--- src/rtl/booth_pp_accum_if.sv ---
// Handshake and data bundle between the radix-4 Booth recoder, the iterative
// partial-product accumulator and its downstream consumer.
// The master side issues operands and accepts products.
// The slave side is the accumulator block.
interface booth_pp_accum_if;

    // Upstream side: multiplicand plus recoded multiplier groups
    logic        in_valid;
    logic        in_ready;
    logic [31:0] op1;
    logic        s_or_us;
    logic [16:0] one;
    logic [16:0] two;
    logic [16:0] sign;

    // Downstream side: finished 64-bit product
    logic        out_valid;
    logic        out_ready;
    logic [63:0] product;

    modport master (
        output in_valid,
        output op1,
        output s_or_us,
        output one,
        output two,
        output sign,
        output out_ready,
        input  in_ready,
        input  out_valid,
        input  product
    );

    modport slave (
        input  in_valid,
        input  op1,
        input  s_or_us,
        input  one,
        input  two,
        input  sign,
        input  out_ready,
        output in_ready,
        output out_valid,
        output product
    );

endinterface

--- src/rtl/booth_pp_accum.sv ---
// Iterative radix-4 Booth partial-product accumulator.
// The block takes the 17 one/two/sign group selects from the recoder and the
// 32-bit multiplicand. It folds PP_PER_CYCLE partial products per clock into
// a 66-bit accumulator and presents the low 64 bits as the product.
// Flow: IDLE (accept) -> ACCUM (ITER cycles) -> DONE (hold until out_ready).
// Optional feature macro: BOOTH_CHECK_EN. When it is defined, a sticky
// booth_err output flags any accepted operation whose recoding selected both
// one and two in the same group.
module booth_pp_accum #(
    parameter int PP_PER_CYCLE = 1
) (
    input  logic               clk,
    input  logic               rst_n,
    booth_pp_accum_if.slave    bus
`ifdef BOOTH_CHECK_EN
    ,
    output logic               booth_err
`endif
);

    localparam int NUM_GROUPS = 17;

    // Number of ACCUM cycles needed to cover all groups
    localparam int ITER = (NUM_GROUPS + PP_PER_CYCLE - 1) / PP_PER_CYCLE;

    // Iteration counter only has to reach ITER-1
    localparam int CNT_W = (ITER > 1) ? $clog2(ITER) : 1;
    localparam logic [CNT_W-1:0] CNT_LAST = CNT_W'(ITER - 1);

    // Group index step per ACCUM cycle
    localparam logic [5:0] IDX_STEP = 6'(PP_PER_CYCLE);

    localparam logic [1:0] ST_IDLE  = 2'd0;
    localparam logic [1:0] ST_ACCUM = 2'd1;
    localparam logic [1:0] ST_DONE  = 2'd2;

    // ------------------------------------------------------------------
    // State and captured operands
    // ------------------------------------------------------------------
    logic [1:0]       state_reg;
    logic [1:0]       state_next;
    logic [31:0]      op1_reg;
    logic             s_reg;
    logic [16:0]      one_reg;
    logic [16:0]      two_reg;
    logic [16:0]      sign_reg;
    logic [65:0]      acc_reg;
    logic [65:0]      acc_next;
    logic [5:0]       idx_reg;
    logic [CNT_W-1:0] cnt_reg;
    logic [63:0]      product_reg;

    logic             accept;
    logic             last_iter;

    // A new operation is only taken while idle; there is no bypass path
    assign accept    = (state_reg == ST_IDLE) && bus.in_valid;
    assign last_iter = (state_reg == ST_ACCUM) && (cnt_reg == CNT_LAST);

    assign bus.in_ready  = (state_reg == ST_IDLE);
    assign bus.out_valid = (state_reg == ST_DONE);
    assign bus.product   = product_reg;

    // ------------------------------------------------------------------
    // Partial-product datapath
    // ------------------------------------------------------------------
    // Multiplicand widened to 34 bits so that +/-2*op1 of either signedness
    // still fits as a two's-complement value.
    logic [33:0] mcand;

    assign mcand = s_reg ? {{2{op1_reg[31]}}, op1_reg} : {2'b00, op1_reg};

    logic [65:0] term [PP_PER_CYCLE];

    genvar gi;
    generate
        for (gi = 0; gi < PP_PER_CYCLE; gi++) begin : g_lane
            logic [6:0]  grp;
            logic [4:0]  sel;
            logic        live;
            logic [33:0] mag;
            logic [33:0] pp;

            // Group handled by this lane in the current iteration
            assign grp  = {1'b0, idx_reg} + 7'(gi);
            assign live = (grp < 7'(NUM_GROUPS));
            assign sel  = grp[4:0];

            // Select magnitude (two wins over one) then apply the group sign.
            // A negated zero magnitude wraps back to exactly zero.
            always_comb begin
                mag = '0;
                if (live) begin
                    if (two_reg[sel]) begin
                        mag = {mcand[32:0], 1'b0};
                    end else if (one_reg[sel]) begin
                        mag = mcand;
                    end
                end
                pp = (live && sign_reg[sel]) ? (~mag + 34'd1) : mag;
            end

            // Sign-extend to accumulator width and weight by 4^group
            assign term[gi] = {{32{pp[33]}}, pp} << {grp, 1'b0};
        end
    endgenerate

    // Sum this iteration's lanes into the running accumulator (mod 2^66)
    always_comb begin
        acc_next = acc_reg;
        for (int k = 0; k < PP_PER_CYCLE; k++) begin
            acc_next = acc_next + term[k];
        end
    end

    // ------------------------------------------------------------------
    // Control
    // ------------------------------------------------------------------
    // Next-state selection for the IDLE/ACCUM/DONE sequence
    always_comb begin
        state_next = state_reg;
        case (state_reg)
            ST_IDLE: begin
                if (bus.in_valid) begin
                    state_next = ST_ACCUM;
                end
            end
            ST_ACCUM: begin
                if (cnt_reg == CNT_LAST) begin
                    state_next = ST_DONE;
                end
            end
            ST_DONE: begin
                if (bus.out_ready) begin
                    state_next = ST_IDLE;
                end
            end
            default: state_next = ST_IDLE;
        endcase
    end

    // State register; reset aborts any operation in flight
    always_ff @(posedge clk or negedge rst_n) begin
        if (!rst_n) begin
            state_reg <= ST_IDLE;
        end else begin
            state_reg <= state_next;
        end
    end

    // Capture operands on accept; they stay frozen for the whole operation
    always_ff @(posedge clk or negedge rst_n) begin
        if (!rst_n) begin
            op1_reg  <= '0;
            s_reg    <= 1'b0;
            one_reg  <= '0;
            two_reg  <= '0;
            sign_reg <= '0;
        end else if (accept) begin
            op1_reg  <= bus.op1;
            s_reg    <= bus.s_or_us;
            one_reg  <= bus.one;
            two_reg  <= bus.two;
            sign_reg <= bus.sign;
        end
    end

    // Accumulator, group index and iteration counter
    always_ff @(posedge clk or negedge rst_n) begin
        if (!rst_n) begin
            acc_reg <= '0;
            idx_reg <= '0;
            cnt_reg <= '0;
        end else if (accept) begin
            acc_reg <= '0;
            idx_reg <= '0;
            cnt_reg <= '0;
        end else if (state_reg == ST_ACCUM) begin
            acc_reg <= acc_next;
            idx_reg <= idx_reg + IDX_STEP;
            cnt_reg <= cnt_reg + CNT_W'(1);
        end
    end

    // Product register loads as DONE is entered and holds through IDLE
    always_ff @(posedge clk or negedge rst_n) begin
        if (!rst_n) begin
            product_reg <= '0;
        end else if (last_iter) begin
            product_reg <= acc_next[63:0];
        end
    end

`ifdef BOOTH_CHECK_EN
    // ------------------------------------------------------------------
    // Recoding sanity check
    // ------------------------------------------------------------------
    logic err_reg;
    logic first_accum;

    // First ACCUM cycle is the one right after the accept edge
    assign first_accum = (state_reg == ST_ACCUM) && (cnt_reg == '0);

    // Sticky flag: any captured group that selected both one and two
    always_ff @(posedge clk or negedge rst_n) begin
        if (!rst_n) begin
            err_reg <= 1'b0;
        end else if (first_accum && |(one_reg & two_reg)) begin
            err_reg <= 1'b1;
        end
    end

    assign booth_err = err_reg;
`endif

endmodule

--- src/flat_wrapper.sv ---
// flat-port wrapper written by rule: the top's interface ports become plain ports
module booth_pp_accum_flat 
#(
    parameter int PP_PER_CYCLE = 1
)
  (clk, rst_n, bus_in_valid, bus_op1, bus_s_or_us, bus_one, bus_two, bus_sign, bus_out_ready, bus_in_ready, bus_out_valid, bus_product);
  booth_pp_accum_if bus_i ();
  input  logic clk;
  input  logic rst_n;
  input wire logic [$bits(bus_i.in_valid)-1:0] bus_in_valid;
  input wire logic [$bits(bus_i.op1)-1:0] bus_op1;
  input wire logic [$bits(bus_i.s_or_us)-1:0] bus_s_or_us;
  input wire logic [$bits(bus_i.one)-1:0] bus_one;
  input wire logic [$bits(bus_i.two)-1:0] bus_two;
  input wire logic [$bits(bus_i.sign)-1:0] bus_sign;
  input wire logic [$bits(bus_i.out_ready)-1:0] bus_out_ready;
  output wire logic [$bits(bus_i.in_ready)-1:0] bus_in_ready;
  output wire logic [$bits(bus_i.out_valid)-1:0] bus_out_valid;
  output wire logic [$bits(bus_i.product)-1:0] bus_product;
  assign bus_i.in_valid = bus_in_valid;
  assign bus_i.op1 = bus_op1;
  assign bus_i.s_or_us = bus_s_or_us;
  assign bus_i.one = bus_one;
  assign bus_i.two = bus_two;
  assign bus_i.sign = bus_sign;
  assign bus_i.out_ready = bus_out_ready;
  assign bus_in_ready = bus_i.in_ready;
  assign bus_out_valid = bus_i.out_valid;
  assign bus_product = bus_i.product;
  booth_pp_accum #(.PP_PER_CYCLE(PP_PER_CYCLE)) u_core (.clk(clk), .rst_n(rst_n), .bus(bus_i));
endmodule
--- config.mk ---
export PLATFORM = sky130hd
export DESIGN_NAME = booth_pp_accum_flat
export DESIGN_NICKNAME = d
export VERILOG_FILES = /design/src/rtl/booth_pp_accum_if.sv /design/src/rtl/booth_pp_accum.sv /design/src/flat_wrapper.sv
export SDC_FILE = /design/constraint.sdc
export NUM_CORES = 1
export LEC_CHECK = 0
export BUFFER_PORTS_ARGS = -buffer_cell sky130_fd_sc_hd__buf_2
export CELL_PAD_IN_SITES_DETAIL_PLACEMENT = 0
export CELL_PAD_IN_SITES_GLOBAL_PLACEMENT = 1
export CORE_MARGIN = 1.5
export CORE_UTILIZATION = 46
export DETAILED_ROUTE_END_ITERATION = 10
export GPL_TIMING_DRIVEN = 0
export MAX_ROUTING_LAYER = met4
export PLACE_DENSITY = 0.94
export SYNTH_ARGS = -nofsm -noshare
export SYNTH_HDL_FRONTEND = slang
export SYNTH_SLANG_ARGS = --single-unit
--- constraint.sdc ---
create_clock -name clk -period 10.7 [get_ports clk]
set_clock_uncertainty 0.15 [all_clocks]
set_input_delay 2.14 -clock clk [delete_from_list [all_inputs] [get_ports clk]]
set_output_delay 2.14 -clock clk [all_outputs]
set_load 0.005 [all_outputs]
==> results of run 1 <==
==> metal layers <==
layer  vias up  wire (microns)
met2       633           26000
li1       7936               -
met5         -               0
met3        65            4330
met1      8130           28500
met4         0            1150
==> area by class of cell <==
| class | instances | area (sq um) | share of cell area, % |
|---|---|---|---|
| Timing Repair Buffer | 156 | 838 | 4.44 |
| Clock inverter | 9 | 100 | 0.530 |
| Multi-Input combinational cell | 1723 | 10400 | 55.1 |
| Clock buffer | 30 | 664 | 3.52 |
| Sequential cell | 225 | 5630 | 29.8 |
| Tap cell | 461 | 577 | 3.06 |
| Buffer | 134 | 547 | 2.90 |
| Inverter | 33 | 124 | 0.656 |
==> worst reg2reg max path: cells and delay by family, from the launching register on <==
| family | cells | cell delay, ps |
|---|---|---|
| mux | 4 | 1310 |
| flops | 1 | 440 |
| fa+ha+maj | 3 | 970 |
| compound gates | 13 | 2980 |
| buf+inv | 8 | 1840 |
| xor+xnor | 1 | 200 |
| simple gates | 9 | 2140 |
==> timing repair <==
item                       4_1_cts  5_1_grt
resized for setup                1        8
setup endpoints to repair        2       32
pin swaps                        0        0
hold buffers                     0        0
setup buffers                    0        1
==> through the flow <==
step | utilization (%) | hold WS, ps | std cells | cell area (sq um)
global placement | 50.5 | 305 | 2732 | 18000
CTS | 52.9 | 325 | 2772 | 18800
floorplan | - | 290 | 2118 | 16700
finish | 52.9 | 322 | 2771 | 18900
detailed placement | 50.7 | 312 | 2734 | 18100
global route | 52.9 | 339 | 2771 | 18900
==> cells in the mapped netlist (8+ instances only) <==
cell	n	area, sq um
o22ai_1	20	125
a21o_1	59	443
dfrtp_1	225	5630
ha_1	68	851
clkbuf_1	108	405
nand4_1	16	100
xor2_1	33	289
nor2_1	125	469
o21ai_0	223	1120
o21bai_1	8	60.1
nand2b_1	19	119
nand3_1	103	515
buf_2	14	70.1
nor2b_1	14	87.6
nand2_1	451	1690
and2_1	19	119
a22oi_1	19	143
mux2i_1	72	721
nor4_1	14	87.6
buf_1	12	45.0
mux2_2	20	225
nor3_1	36	180
a21boi_0	8	60.1
xnor2_1	36	315
or2_2	11	68.8
a21oi_1	120	601
a31oi_1	21	131
o21a_1	15	113
or3_1	11	68.8
inv_1	31	116
a211oi_1	16	120
o31ai_1	10	75.1
o211ai_1	13	97.6
and3_1	23	144
==> cell families (layout without fill, tap and decap cells) <==
kind of cell	count (synthesis)	count (layout)	share of synthesized area (%)
AOI/OAI and AO/OA	613	613	23.2
buffers and inverters	170	362	4.07
xor gates and xnor gates	69	69	3.62
and+or+nand+nor	873	873	23.5
muxes	99	99	6.62
adders and majority gates	69	69	5.22
DFF	225	225	33.8
==> path summary, 6_finish.rpt <==
kind                                           to  slack [ps]                from  cells past startpoint
hold / removal                 u_core.sign_reg[0]         320  u_core.sign_reg[0]                      2
max in group asynchronous  u_core.bus.product[13]        7890               rst_n                      3
min in group asynchronous      u_core.sign_reg[1]        1360               rst_n                      1
hold reg to reg                u_core.sign_reg[0]         320  u_core.sign_reg[0]                      2
setup reg to reg           u_core.bus.product[61]         570   u_core.idx_reg[0]                     38
setup / recovery           u_core.bus.product[61]         570   u_core.idx_reg[0]                     38
==> impl_metrics.json, run 1 <==
{
  "cts_tree": "yes",
  "period_share_pct": 94.7,
  "critPathLaunchType": "register",
  "synth-edff-count": 0,
  "grtUsageTotal_pct": 33.1,
  "grt_setup_unrepaired": "no",
  "arrival_ps": 10410,
  "die_area_sq_um": 37400,
  "row_count": 69,
  "final_max_slew_viol_count": 0,
  "hold_viol_final": 0,
  "ys_seq_elements": 225,
  "route.detailed.drc": 12,
  "slew_headroom_pct": 29.1,
  "initial_core_util_pct": 46.8,
  "htreeDepth": 1,
  "min_period_ps": 10130,
  "wl_microns": 59900,
  "die_x_microns": 193,
  "nNetsFinal": 2455,
  "gp_congestion": 1.02,
  "final_layout_size_suffix_gt1_share_pct": 12.1,
  "dp.final_hpwl_microns": 47300,
  "fill_cells": 3428,
  "cts.sinks": 225,
  "pin_count": 154,
  "core_area_sq_um": 35700,
  "finalSetupViolCount": 0,
  "synth-seq-area-share_pct": 33.8,
  "path_clk_slew_ps": 60,
  "critPathRequiredTime_ps": 10970,
  "drt-initial-drc-count": 1512,
  "grt_pass1_vias": 16000,
  "post-place-ws_ps": -212,
  "synth_fp_nets": 2275,
  "most-common-layout-cells": "451 x nand2_1, 225 x dfrtp_1, 223 x o21ai_0",
  "cp_slowest_stage_delay_ps": 480,
  "synth_area_sq_um": 16700,
  "cts_buffers": 25,
  "vias_per_cell": 6.05,
  "worstMarginPinSlew_ps": 1060,
  "grt_max_degree": 86,
  "synth-main-ff-cell": "dfrtp_1",
  "area_growth_syn_to_layout_pct": 13.2,
  "outcome": "finished, violations left",
  "layout_commonest_cell": "nand2_1",
  "die_h_microns": 193,
  "setup-tns-final_ps": 0,
  "avgSynthCellArea_sq_um": 7.87,
  "vias": 16800,
  "crit_fanout": 12,
  "synth_cells": 2118,
  "async_flop_share_pct": 100,
  "violations": "design-rule violations",
  "first_pass_iters": 9,
  "endpoint_kind": "register",
  "grt_overflow_total": 0,
  "yosysWarnings": 0,
  "cpMaxStageDelayCell": "or3b_2",
  "grt_pass1_wl_microns": 94800,
  "postRouteAntennaNets": 0,
  "grt-busiest-layer": "met2",
  "num_antenna_cells": 0,
  "io_buffers": 153,
  "grtUsageMet1_pct": 48.2,
  "use_met2_pct": 49.5,
  "critPathBufInv": 8,
  "clock_path_buffers": 3,
  "clock-root-buffer": "clkbuf_16",
  "clock_latency_ps": 560,
  "met3_usage_pct": 4.17,
  "min_path_type": "reg -> reg",
  "critical_path.top_delay_family": "compound AO/OA/AOI/OAI gates",
  "fmax_mhz": 98.7,
  "drv_cap": 0,
  "ys_types": 90,
  "crit_top_cell": "o21ai_0",
  "antenna_found_initial": 0,
  "wl_per_cell_microns": 21.6,
  "critical_path_class": "reg -> reg",
  "fin_ws_ps": 568
}
Power of run 1 is left out: the tool's default activity adds up to more than one toggle a clock period on the data nets, which glitch-free logic cannot reach.
==> run 2, diff against run 1 <==
--- a/config.mk
+++ b/config.mk
@@ -6,6 +6,7 @@
 export NUM_CORES = 1
 export LEC_CHECK = 0
 export BUFFER_PORTS_ARGS = -buffer_cell sky130_fd_sc_hd__buf_2
+export CAP_MARGIN = 25
 export CELL_PAD_IN_SITES_DETAIL_PLACEMENT = 0
 export CELL_PAD_IN_SITES_GLOBAL_PLACEMENT = 1
 export CORE_MARGIN = 1.5
@@ -13,7 +14,7 @@
 export DETAILED_ROUTE_END_ITERATION = 10
 export GPL_TIMING_DRIVEN = 0
 export MAX_ROUTING_LAYER = met4
-export PLACE_DENSITY = 0.94
+export PLACE_DENSITY_LB_ADDON = 0.1
 export SYNTH_ARGS = -nofsm -noshare
 export SYNTH_HDL_FRONTEND = slang
 export SYNTH_SLANG_ARGS = --single-unit
==> run 2 against run 1 <==
The run still ends with design-rule violations left. Wire length shrank 0.66%. Final cell count rose by 0.32%. Worst setup slack got worse by 35 ps. Hold slack worse by 2.0 ps. Register-to-register slack lost 30 ps. Global-route usage shrank 0.73 points. Via count decreased by 0.64%. Non-clock buffer count is 2 higher. Critical path type unchanged. Highest routed layer unchanged.
==> impl_metrics.json, run 2 (synthesis results as in run 1) <==
{
  "outcome": "finished, violations left",
  "violations": "design-rule violations",
  "pin_count": 154,
  "nNetsFinal": 2457,
  "r2r_start": "u_core.idx_reg[1]",
  "grt_max_degree": 119,
  "clock_path_buffers": 3,
  "critical_path_class": "reg -> reg",
  "wl_per_cell_microns": 21.4,
  "vias": 16700,
  "slew_headroom_pct": 35.0,
  "drt-initial-drc-count": 1481,
  "grtUsageTotal_pct": 32.4,
  "met3_usage_pct": 6.71,
  "min_period_ps": 10170,
  "critPathLaunchType": "register",
  "cts_tree": "yes",
  "final_max_slew_viol_count": 0,
  "crit_end": "u_core.bus.product[61]",
  "r2r_end": "u_core.bus.product[61]",
  "setup-tns-final_ps": 0,
  "grtUsageMet1_pct": 45.9,
  "initial_core_util_pct": 46.8,
  "arrival_ps": 10450,
  "min_path_type": "reg -> reg",
  "cpMaxStageDelayCell": "or3b_2",
  "finalSetupViolCount": 0,
  "fill_cells": 3502,
  "final_layout_size_suffix_gt1_share_pct": 12.2,
  "die_h_microns": 193,
  "antenna_found_initial": 1,
  "clock-root-buffer": "clkbuf_16",
  "grt_setup_unrepaired": "no",
  "rrSetupSlack_ps": 530,
  "vias_per_cell": 5.99,
  "r2r_cells": 40,
  "core_area_sq_um": 35700,
  "grt_pass1_vias": 15900,
  "first_pass_iters": 9,
  "area_growth_syn_to_layout_pct": 13.6,
  "grt_overflow_total": 0,
  "htreeDepth": 1,
  "post_cts_buffers": 0,
  "path_clk_slew_ps": 60,
  "die_area_sq_um": 37400,
  "cp_slowest_stage_delay_ps": 500,
  "grt-busiest-layer": "met2",
  "use_met2_pct": 47.0,
  "row_count": 69,
  "wl_microns": 59500,
  "io_buffers": 153,
  "period_share_pct": 95.0,
  "most-common-layout-cells": "451 x nand2_1, 225 x dfrtp_1, 223 x o21ai_0",
  "die_x_microns": 193,
  "route.detailed.drc": 12,
  "crit_fanout": 10,
  "layout_commonest_cell": "nand2_1",
  "crit_start": "u_core.idx_reg[1]",
  "endpoint_kind": "register",
  "dp.final_hpwl_microns": 46600,
  "postRouteAntennaNets": 0,
  "hold_viol_final": 0,
  "grt_pass1_wl_microns": 92600,
  "clock_latency_ps": 560,
  "critPathRequiredTime_ps": 10980,
  "worstMarginPinSlew_ps": 971,
  "cts_buffers": 25,
  "cts.sinks": 225,
  "fmax_mhz": 98.4,
  "gp_congestion": 0.993,
  "drv_cap": 0
}
==> run 2: per-layer routing <==
layer	part of all wire (%)	vias to the layer above
li1	-	7935
met1	47	8014
met2	42	613
met3	8.0	94
met4	2.6	0
met5	0	-
==> run 2: stage by stage <==
stage               worst slack, ps  hold slack (ps)  util [%]  instances  area [sq um]
floorplan                      2470              290         -       2118         16700
global placement                110              307      50.5       2732         18000
detailed placement             11.0              311      50.7       2735         18100
CTS                            65.6              326      53.0       2779         18900
global route                   26.6              343      53.1       2779         18900
finish                          533              320      53.1       2780         18900
==> run 2: worst min path at each step <==
| stage | from | to | cells after the start |
|---|---|---|---|
| 6_report | u_core.bus.product[20] | u_core.bus.product[20] | 2 |
| 5_1_grt | u_core.two_reg[6] | u_core.two_reg[6] | 2 |
| 4_1_cts | u_core.sign_reg[0] | u_core.sign_reg[0] | 2 |
| 3_5_place_dp | u_core.one_reg[13] | u_core.one_reg[13] | 2 |
| 3_3_place_gp | u_core.bus.product[17] | u_core.bus.product[17] | 2 |
| 2_1_floorplan | u_core.sign_reg[14] | u_core.sign_reg[14] | 2 |
==> run 2: worst max-delay path, delay by kind of cell (launching register included) <==
family                   cells  cell delay, ps
multiplexers                 4            1150
flip-flops                   1             430
AND/OR/NAND/NOR              9            2080
adder cells (fa/ha/maj)      3             860
buffers and inverters       10            2080
AO/OA/AOI/OAI               13            3040
XOR/XNOR                     1             220
==> run 2: layout make-up <==
| type | count | area (sq um) | area share, % |
|---|---|---|---|
| clock inverters | 12 | 153 | 0.806 |
| inverters | 33 | 124 | 0.654 |
| well taps | 461 | 577 | 3.05 |
| flip-flops and latches | 225 | 5630 | 29.7 |
| diodes | 1 | 2.50 | 0.0132 |
| repair buffers | 156 | 818 | 4.32 |
| multi-input cells | 1723 | 10400 | 54.9 |
| clock buffers | 33 | 676 | 3.57 |
| plain buffers | 136 | 557 | 2.94 |
==> run 2: what timing repair did <==
action | in CTS | in global routing
hold buffers | 0 | 0
resized for setup | 1 | 11
endpoints found under the setup margin | 2 | 12
Power of run 2 is left out for the same reason.
==> run 3, diff against run 2 <==
--- a/config.mk
+++ b/config.mk
@@ -5,11 +5,11 @@
 export SDC_FILE = /design/constraint.sdc
 export NUM_CORES = 1
 export LEC_CHECK = 0
-export BUFFER_PORTS_ARGS = -buffer_cell sky130_fd_sc_hd__buf_2
+export BUFFER_PORTS_ARGS = -buffer_cell sky130_fd_sc_hd__buf_4
 export CAP_MARGIN = 25
 export CELL_PAD_IN_SITES_DETAIL_PLACEMENT = 0
 export CELL_PAD_IN_SITES_GLOBAL_PLACEMENT = 1
-export CORE_MARGIN = 1.5
+export CORE_MARGIN = 2
 export CORE_UTILIZATION = 46
 export DETAILED_ROUTE_END_ITERATION = 10
 export GPL_TIMING_DRIVEN = 0
==> run 3 against run 2 <==
The flow still finishes with violations (design-rule violations). Sequential share of layout area down 0.68 points. Worst setup slack better by 45 ps. Utilization up 1.2 points. Critical path type unchanged. Critical path depth down 1.
==> impl_metrics.json, run 3 (synthesis results as in run 1) <==
{
  "arrival_ps": 10410,
  "min_path_type": "reg -> reg",
  "cts_buffers": 26,
  "endpoint_kind": "register",
  "io_buffers": 153,
  "grt_pass1_wl_microns": 93100,
  "vias": 16700,
  "layout_commonest_cell": "nand2_1",
  "critPathRequiredTime_ps": 10990,
  "final_max_slew_viol_count": 0,
  "hold_viol_final": 0,
  "antenna_found_initial": 0,
  "worstMarginPinSlew_ps": 865,
  "clock_latency_ps": 580,
  "initial_core_util_pct": 46.8,
  "period_share_pct": 94.6,
  "violations": "design-rule violations",
  "grt_pass1_vias": 16000,
  "critPathLaunchType": "register",
  "r2r_start": "u_core.idx_reg[0]",
  "cts_hold_buf": 0,
  "crit_end": "u_core.bus.product[61]",
  "wl_microns": 59600,
  "clock-root-buffer": "clkbuf_16",
  "critical_path_class": "reg -> reg",
  "postRouteAntennaNets": 0,
  "drv_cap": 0,
  "core_area_sq_um": 35700,
  "pin_count": 154,
  "path_clk_slew_ps": 60,
  "dp.final_hpwl_microns": 46300,
  "cts.sinks": 225,
  "grt_max_degree": 120,
  "outcome": "finished, violations left",
  "first_pass_iters": 9,
  "r2r_end": "u_core.bus.product[61]",
  "gp_congestion": 1.03,
  "die_x_microns": 194,
  "cts_tree": "yes",
  "hold_ws_ps": 321,
  "post-route-util_pct": 54.4,
  "grtUsageTotal_pct": 32.2,
  "slew_headroom_pct": 40.8,
  "die_h_microns": 194,
  "area_growth_syn_to_layout_pct": 16.2,
  "crit_top_cell": "o21ai_0",
  "crit_fanout": 10,
  "grt_setup_unrepaired": "no",
  "post_cts_buffers": 0,
  "cpMaxStageDelayCell": "or3b_2",
  "row_count": 69,
  "drt-initial-drc-count": 1522,
  "num_antenna_cells": 0,
  "cp_slowest_stage_delay_ps": 510,
  "vias_per_cell": 6.03,
  "r2r_cells": 39,
  "final_layout_size_suffix_gt1_share_pct": 12.2,
  "clock_path_buffers": 3,
  "crit_start": "u_core.idx_reg[0]",
  "grt_overflow_total": 0,
  "nNetsFinal": 2456,
  "wl_per_cell_microns": 21.5,
  "htreeDepth": 1,
  "finalSetupViolCount": 0,
  "fmax_mhz": 98.8,
  "min_period_ps": 10120,
  "setup-tns-final_ps": 0,
  "rrSetupSlack_ps": 580,
  "die_area_sq_um": 37800,
  "route.detailed.drc": 5,
  "most-common-layout-cells": "451 x nand2_1, 225 x dfrtp_1, 223 x o21ai_0"
}
## run 3: worst min path at each step
stage,startpoint,cells past startpoint,to,slack [ps]
after floorplan,u_core.sign_reg[14],2,u_core.sign_reg[14],290
after global placement,u_core.sign_reg[13],2,u_core.sign_reg[13],310
after detailed placement,u_core.sign_reg[0],2,u_core.sign_reg[0],310
after CTS,u_core.sign_reg[0],2,u_core.sign_reg[0],330
after global routing,u_core.one_reg[1],2,u_core.one_reg[1],340
final,u_core.two_reg[5],2,u_core.two_reg[5],320
## run 3: metrics by stage
step,cells,setup WS (ps),instance area [sq um]
6_report,2777,579,19400
4_1_cts,2778,6.62,19400
2_1_floorplan,2118,2470,16700
5_1_grt,2777,2.20,19400
3_3_place_gp,2732,-392,18400
3_5_place_dp,2734,-423,18400
## run 3: layer usage
layer	track usage (%)	vias to the layer above	wire length, microns
met2	48.1	620	25800
li1	-	7929	-
met5	-	-	0
met4	6.58	0	1230
met1	45.8	8111	28100
met3	5.48	87	4470
## run 3: area by class of cell
class                   instances  area, sq um
fillers                      3521        16300
multi-input cells            1723        10400
flip-flops and latches        225         5630
repair buffers                155         1190
clock buffers                  36          718
well taps                     461          577
plain buffers                 135          552
clock inverters                 9          176
inverters                      33          124
## run 3: what timing repair did
item,in CTS,in global routing
gates resized for setup,3,10
gates cloned,0,0
endpoints found under the setup margin,6,32
## run 3: worst max-delay path, delay by kind of cell, from the launching register on
family | cells | cell delay, ps
fa+ha+maj | 3 | 890
flops | 1 | 440
mux | 4 | 1320
buf+inv | 9 | 1890
simple gates | 9 | 2110
compound gates | 13 | 2920
xor+xnor | 1 | 220
Power of run 3 is left out for the same reason.
